**src/rtl/nor12_bist_pkg.sv**
```systemverilog
// rtl/nor12_bist_pkg.sv - shared types and constants for the nor12 BIST driver
//   state_t  : sweep FSM states
//   VEC_W    : stimulus vector width (one bit per NOR input)
//   LAST_VEC : final vector of a sweep
//   ERR_W    : mismatch counter width (holds 0..4096)
package nor12_bist_pkg;

  localparam int VEC_W = 12;
  localparam int ERR_W = 13;
  localparam logic [VEC_W-1:0] LAST_VEC = 12'hFFF;

  typedef enum logic [1:0] {
    IDLE   = 2'd0,
    SETTLE = 2'd1,
    SAMPLE = 2'd2,
    DONE   = 2'd3
  } state_t;

endpackage

```
**src/rtl/nor12_bist_settle_timer.sv**
```systemverilog
// rtl/nor12_bist_settle_timer.sv - 8-bit up/down settle counter with clear and terminal flag
// Ports:
//   clk, rst : clock, asynchronous active-high reset
//   clr      : synchronous clear to zero (wins over en)
//   en       : count enable
//   up       : 1 counts up, 0 counts down
//   term     : terminal value
//   tc       : high while the count equals term
module nor12_bist_settle_timer (
  input  logic       clk,
  input  logic       rst,
  input  logic       clr,
  input  logic       en,
  input  logic       up,
  input  logic [7:0] term,
  output logic       tc
);

  logic [7:0] cnt_q;
  logic [7:0] cnt_d;

  always_comb begin
    cnt_d = cnt_q;
    if (clr) begin
      cnt_d = 8'd0;
    end else if (en) begin
      cnt_d = up ? (cnt_q + 8'd1) : (cnt_q - 8'd1);
    end
  end

  always_ff @(posedge clk or posedge rst) begin
    if (rst) begin
      cnt_q <= 8'd0;
    end else begin
      cnt_q <= cnt_d;
    end
  end

  assign tc = (cnt_q == term);

endmodule

```
**src/rtl/nor12_bist.sv**
```systemverilog
// rtl/nor12_bist.sv - exhaustive sweep BIST driver for the 12-input NOR cell
// Sweeps vec through 0..4095, holds each vector SETTLE_CYC cycles, then
// samples w_in against ~|vec and counts mismatches.
// Ports:
//   clk, rst       : clock, asynchronous active-high reset
//   start          : begin a sweep (honoured in IDLE or DONE only)
//   w_in           : NOR cell output under test
//   vec            : stimulus to the cell (vec[0] -> a ... vec[11] -> l)
//   busy           : sweep in progress
//   done           : sweep finished
//   pass           : done with zero mismatches
//   err_count      : mismatching vectors so far
//   first_fail_vec : first failing vector (NOR12_BIST_FAILCAP_EN only)
//   fail_valid     : first_fail_vec holds a capture (NOR12_BIST_FAILCAP_EN only)
// Optional feature macro: NOR12_BIST_FAILCAP_EN
import nor12_bist_pkg::*;

module nor12_bist #(
  parameter int SETTLE_CYC = 4
) (
  input  logic             clk,
  input  logic             rst,
  input  logic             start,
  input  logic             w_in,
  output logic [VEC_W-1:0] vec,
  output logic             busy,
  output logic             done,
  output logic             pass,
  output logic [ERR_W-1:0] err_count
`ifdef NOR12_BIST_FAILCAP_EN
  ,
  output logic [VEC_W-1:0] first_fail_vec,
  output logic             fail_valid
`endif
);

  localparam logic [7:0] TERM = 8'(SETTLE_CYC - 1);

  state_t           state_q, state_d;
  logic [VEC_W-1:0] vec_q, vec_d;
  logic [ERR_W-1:0] err_q, err_d;
  logic             tmr_clr, tmr_en, tmr_tc;
  logic             exp_bit, mismatch;
`ifdef NOR12_BIST_FAILCAP_EN
  logic [VEC_W-1:0] ffv_q, ffv_d;
  logic             fv_q, fv_d;
`endif

  nor12_bist_settle_timer u_timer (
    .clk  (clk),
    .rst  (rst),
    .clr  (tmr_clr),
    .en   (tmr_en),
    .up   (1'b1),
    .term (TERM),
    .tc   (tmr_tc)
  );

  // State register
  always_ff @(posedge clk or posedge rst) begin
    if (rst) begin
      state_q <= IDLE;
    end else begin
      state_q <= state_d;
    end
  end

  // Next-state logic
  always_comb begin
    state_d = state_q;
    case (state_q)
      IDLE, DONE: if (start) state_d = SETTLE;
      SETTLE:     if (tmr_tc) state_d = SAMPLE;
      SAMPLE:     state_d = (vec_q == LAST_VEC) ? DONE : SETTLE;
      default:    state_d = IDLE;
    endcase
  end

  // Case-inequality so that an X or Z from the cell is scored as a failure.
  assign exp_bit  = ~|vec_q;
  assign mismatch = (w_in !== exp_bit);

  // Datapath: vector register, error counter, settle timer control
  always_comb begin
    vec_d   = vec_q;
    err_d   = err_q;
    tmr_clr = 1'b0;
    tmr_en  = 1'b0;
`ifdef NOR12_BIST_FAILCAP_EN
    ffv_d   = ffv_q;
    fv_d    = fv_q;
`endif
    case (state_q)
      IDLE, DONE: begin
        if (start) begin
          vec_d   = '0;
          err_d   = '0;
          tmr_clr = 1'b1;
`ifdef NOR12_BIST_FAILCAP_EN
          ffv_d   = '0;
          fv_d    = 1'b0;
`endif
        end
      end
      SETTLE: tmr_en = 1'b1;
      SAMPLE: begin
        // Timer restarts from zero for the next vector's settle window.
        tmr_clr = 1'b1;
        if (mismatch) begin
          err_d = err_q + 13'd1;
`ifdef NOR12_BIST_FAILCAP_EN
          if (!fv_q) begin
            ffv_d = vec_q;
            fv_d  = 1'b1;
          end
`endif
        end
        if (vec_q != LAST_VEC) vec_d = vec_q + 12'd1;
      end
      default: ;
    endcase
  end

  always_ff @(posedge clk or posedge rst) begin
    if (rst) begin
      vec_q <= '0;
      err_q <= '0;
`ifdef NOR12_BIST_FAILCAP_EN
      ffv_q <= '0;
      fv_q  <= 1'b0;
`endif
    end else begin
      vec_q <= vec_d;
      err_q <= err_d;
`ifdef NOR12_BIST_FAILCAP_EN
      ffv_q <= ffv_d;
      fv_q  <= fv_d;
`endif
    end
  end

  // Output logic
  always_comb begin
    busy = (state_q == SETTLE) || (state_q == SAMPLE);
    done = (state_q == DONE);
    pass = (state_q == DONE) && (err_q == '0);
  end

  assign vec       = vec_q;
  assign err_count = err_q;
`ifdef NOR12_BIST_FAILCAP_EN
  assign first_fail_vec = ffv_q;
  assign fail_valid     = fv_q;
`endif

endmodule

```
**config.mk**
```make
export PLATFORM = sky130hd
export DESIGN_NAME = nor12_bist
export DESIGN_NICKNAME = d
export VERILOG_FILES = /design/src/rtl/nor12_bist_pkg.sv /design/src/rtl/nor12_bist_settle_timer.sv /design/src/rtl/nor12_bist.sv
export SDC_FILE = /design/constraint.sdc
export NUM_CORES = 1
export LEC_CHECK = 0
export BUFFER_PORTS_ARGS = -buffer_cell sky130_fd_sc_hd__buf_2
export CAP_MARGIN = 5
export CORE_UTILIZATION = 58
export CTS_CLUSTER_SIZE = 24
export DETAILED_ROUTE_END_ITERATION = 8
export GPL_TIMING_DRIVEN = 0
export PLACE_DENSITY_LB_ADDON = 0.12
export SLEW_MARGIN = 20
export SYNTH_ARGS = -nofsm -noshare
export SYNTH_HDL_FRONTEND = slang
export SYNTH_HIERARCHICAL = 1
export SYNTH_SLANG_ARGS = --single-unit
```
**constraint.sdc**
```tcl
create_clock -name clk -period 2.93 [get_ports clk]
set_clock_uncertainty 0.15 [all_clocks]
set_input_delay 0.586 -clock clk [delete_from_list [all_inputs] [get_ports clk]]
set_output_delay 0.586 -clock clk [all_outputs]
set_load 0.01 [all_outputs]
```
==> impl_metrics.json <==
{
  "rsz0062_at_grt": "no",
  "end_kind": "flip-flop",
  "finalCritPeriodShare_pct": 89.3,
  "crit_path_start": "state_q[0]",
  "swShare_pct": 43.1,
  "drt_iter0_markers": 202,
  "synth.avg_cell_area_um2": 8.54,
  "wire_per_inst_um": 14.9,
  "dieArea_mm2": 0.00470,
  "pwr-share-comb_pct": 52.5,
  "worst-slew-pin-transition_ns": 0.690,
  "post_cts_buffers": 0,
  "worstSetupEndpoint": "u_timer/cnt_q[6]",
  "finalPower_uw": 2390,
  "critical_path.max_stage_delay_ns": 0.43,
  "maxCapViolations": 0,
  "max-vdd-ir-drop_v": 0.000469,
  "leakage_uw": 0.00138,
  "critPathRequiredTime_ns": 2.96,
  "finish.net_count": 370,
  "drc": 0,
  "yosys_warnings": 6,
  "synth_area_leaders": "dfrtp_1, ha_1, a21oi_1, nand2_1, xnor2_1",
  "io_buffer_count": 31,
  "die_w_um": 68.6,
  "yosys.cell_types.count": 55,
  "synth_edf_count": 0,
  "worst-path-stages": 9,
  "start_util_pct": 62.5,
  "critPathTopFamily": "buffers and inverters",
  "synth_top_area_cell": "dfrtp_1",
  "multi_input_area_mm2": 0.00160,
  "netlist_top_cells_count": "dfrtp_1, nand2_1, a21oi_1, nor2_1, nand3_1",
  "ios": 32,
  "seq_area_frac_synth_pct": 34.1,
  "clock.fmax_mhz": 382,
  "grt_pass1_wl_mm": 9.69,
  "h-tree-depth": 2,
  "relSlewSlack_pct": 53.7,
  "synth.ff_latch_count": 35,
  "async_reset_ff_share_pct": 100,
  "powerDensity_mw_per_mm2": 814,
  "cts_tree": "yes",
  "via_per_inst": 6.06,
  "grt_overflow": 0,
  "worst-setup-path-type": "reg2reg",
  "start_kind": "flip-flop",
  "drive_gt1_share_pct": 16.2,
  "power_frac_seq_pct": 31.0,
  "hold_class": "in2async",
  "cts_root_buf": "clkbuf_8",
  "rr_worst_depth": 9,
  "wl_mm": 5.98,
  "setup-violations-final": 0,
  "cts_resized": 0,
  "register_area_um2": 876,
  "gp_congestion": 0.841,
  "timing.rr.start": "state_q[0]",
  "min_period_ns": 2.62,
  "path_buf_inv": 3,
  "vias": 2437,
  "drt_pass1_iterations": 5,
  "clock_sinks": 35,
  "track_usage_pct": 28.3,
  "first_global_vias": 2103,
  "cp_cell_sequence": "inv_1, ha_1, a21oi_1, buf_4, nor2_1, clkbuf_1, nor2_1, o2111a_1, a211o_1",
  "areaGrowthSynthToFinish_pct": 14.1,
  "cp_max_fo": 10,
  "hold_violations": 0,
  "status": "completed",
  "diodes": 0,
  "grt_max_degree": 28,
  "reg2reg_slack_ns": 0.31,
  "internal_power_uw": 1360,
  "cts_made_buffers": 5,
  "cts_buffer_depth": 2,
  "postRouteAntennaNets": 0,
  "die_h_um": 68.6,
  "switchingPower_uw": 1030,
  "pwr-share-clk_pct": 16.6,
  "synth_most_common_cell": "dfrtp_1",
  "cpMaxStageDelayCell": "dfrtp_1",
  "core_mm2": 0.00412,
  "num_rows": 23,
  "synthesis.area_mm2": 0.00257,
  "yosys.area.top_type_share_pct": 34.1,
  "antenna_found_initial": 0,
  "synthCells": 301,
  "hold_buffers": 0,
  "worstSkewPairLatency_ns": 0.30,
  "hpwl_mm": 4.23,
  "arrival_ns": 2.65,
  "synthFlopType": "dfrtp_1",
  "clk_pin_slew_ns": 0.07,
  "tns_ns": 0,
  "cpMostUsedCell": "nor2_1",
  "slew_viol_final": 0,
  "regToRegEndpoint": "u_timer/cnt_q[6]",
  "nFillCells": 333
}
[how the worst min path moves through the flow]
stage | from | end | cells past startpoint
6_report | rst | u_timer/cnt_q[0] | 2
2_1_floorplan | rst | u_timer/cnt_q[0] | 1
3_5_place_dp | u_timer/cnt_q[5] | u_timer/cnt_q[5] | 1
5_1_grt | rst | u_timer/cnt_q[4] | 2
3_3_place_gp | u_timer/cnt_q[5] | u_timer/cnt_q[5] | 1
4_1_cts | rst | u_timer/cnt_q[4] | 2
[sequential cells by signal, indices dropped and copies added, names as in the netlist]
register	flops
state_q	2
err_count	13
vec	12
u_timer/cnt_q	8
[cell families after synthesis]
kind of cell	after synthesis	share of synthesized area, %
AND/OR/NAND/NOR	125	26.7
AO/OA/AOI/OAI	73	18.7
flip-flops	35	34.1
buffers and inverters	32	5.50
adder cells (fa/ha/maj)	15	7.60
XOR/XNOR	13	4.43
multiplexers	6	2.63
other	2	0.292
[layout make-up]
type	instances	share of cell area, %
Multi-Input combinational cell	246	54.5
Sequential cell	35	29.9
Timing Repair Buffer	31	5.29
Clock buffer	8	3.41
Buffer	15	2.65
Inverter	17	2.18
Tap cell	50	2.13
[layer usage]
layer	vias up	wire, µm	global-route usage (%)
met1	1146	2900	39.1
met4	0	61	9.11
li1	1200	-	-
met5	-	0	0
met3	8	293	4.11
met2	83	2720	45.5
[power by group through the flow]
stage	logic [µW]	registers (µW)	clock network (µW)
2_1_floorplan	948	741	0
3_3_place_gp	1200	744	0
3_5_place_dp	1230	747	0
4_1_cts	1240	739	396
5_1_grt	1420	762	410
6_report	1250	740	396
[worst register-to-register path, cell delays in order, from the launching register on]
cell	delay [ns]
dfrtp_1	0.43
inv_1	0.06
ha_1	0.36
a21oi_1	0.13
buf_4	0.20
nor2_1	0.19
clkbuf_1	0.42
nor2_1	0.13
o2111a_1	0.16
a211o_1	0.26
[metrics by stage]
| stage | util, % | cells | setup slack [ns] | instance area [µm²] | hold WS, ns |
|---|---|---|---|---|---|
| 2_1_floorplan | - | 313 | 0.712 | 2620 | 0.252 |
| 3_3_place_gp | 68.8 | 394 | 0.472 | 2830 | 0.385 |
| 3_5_place_dp | 68.8 | 394 | 0.373 | 2830 | 0.390 |
| 4_1_cts | 71.3 | 402 | 0.342 | 2930 | 0.0994 |
| 5_1_grt | 71.3 | 402 | 0.149 | 2930 | 0.130 |
| 6_report | 71.3 | 402 | 0.314 | 2930 | 0.103 |
[cell usage in the layout (no fill, tap or decap), types with 5 or more instances in the layout]
| cell type | count |
|---|---|
| clkbuf_1 | 11 |
| nor2_1 | 23 |
| nand3_1 | 20 |
| o211ai_1 | 6 |
| clkbuf_8 | 7 |
| a21oi_1 | 24 |
| nand4_1 | 11 |
| conb_1 | 14 |
| a31oi_1 | 8 |
| buf_2 | 32 |
| o21ai_0 | 11 |
| inv_1 | 16 |
| xnor2_1 | 12 |
| nand2_1 | 31 |
| dfrtp_1 | 35 |
| ha_1 | 14 |
| nand2b_1 | 5 |
| nor3_1 | 7 |
(Power assumes the default switching activity.)
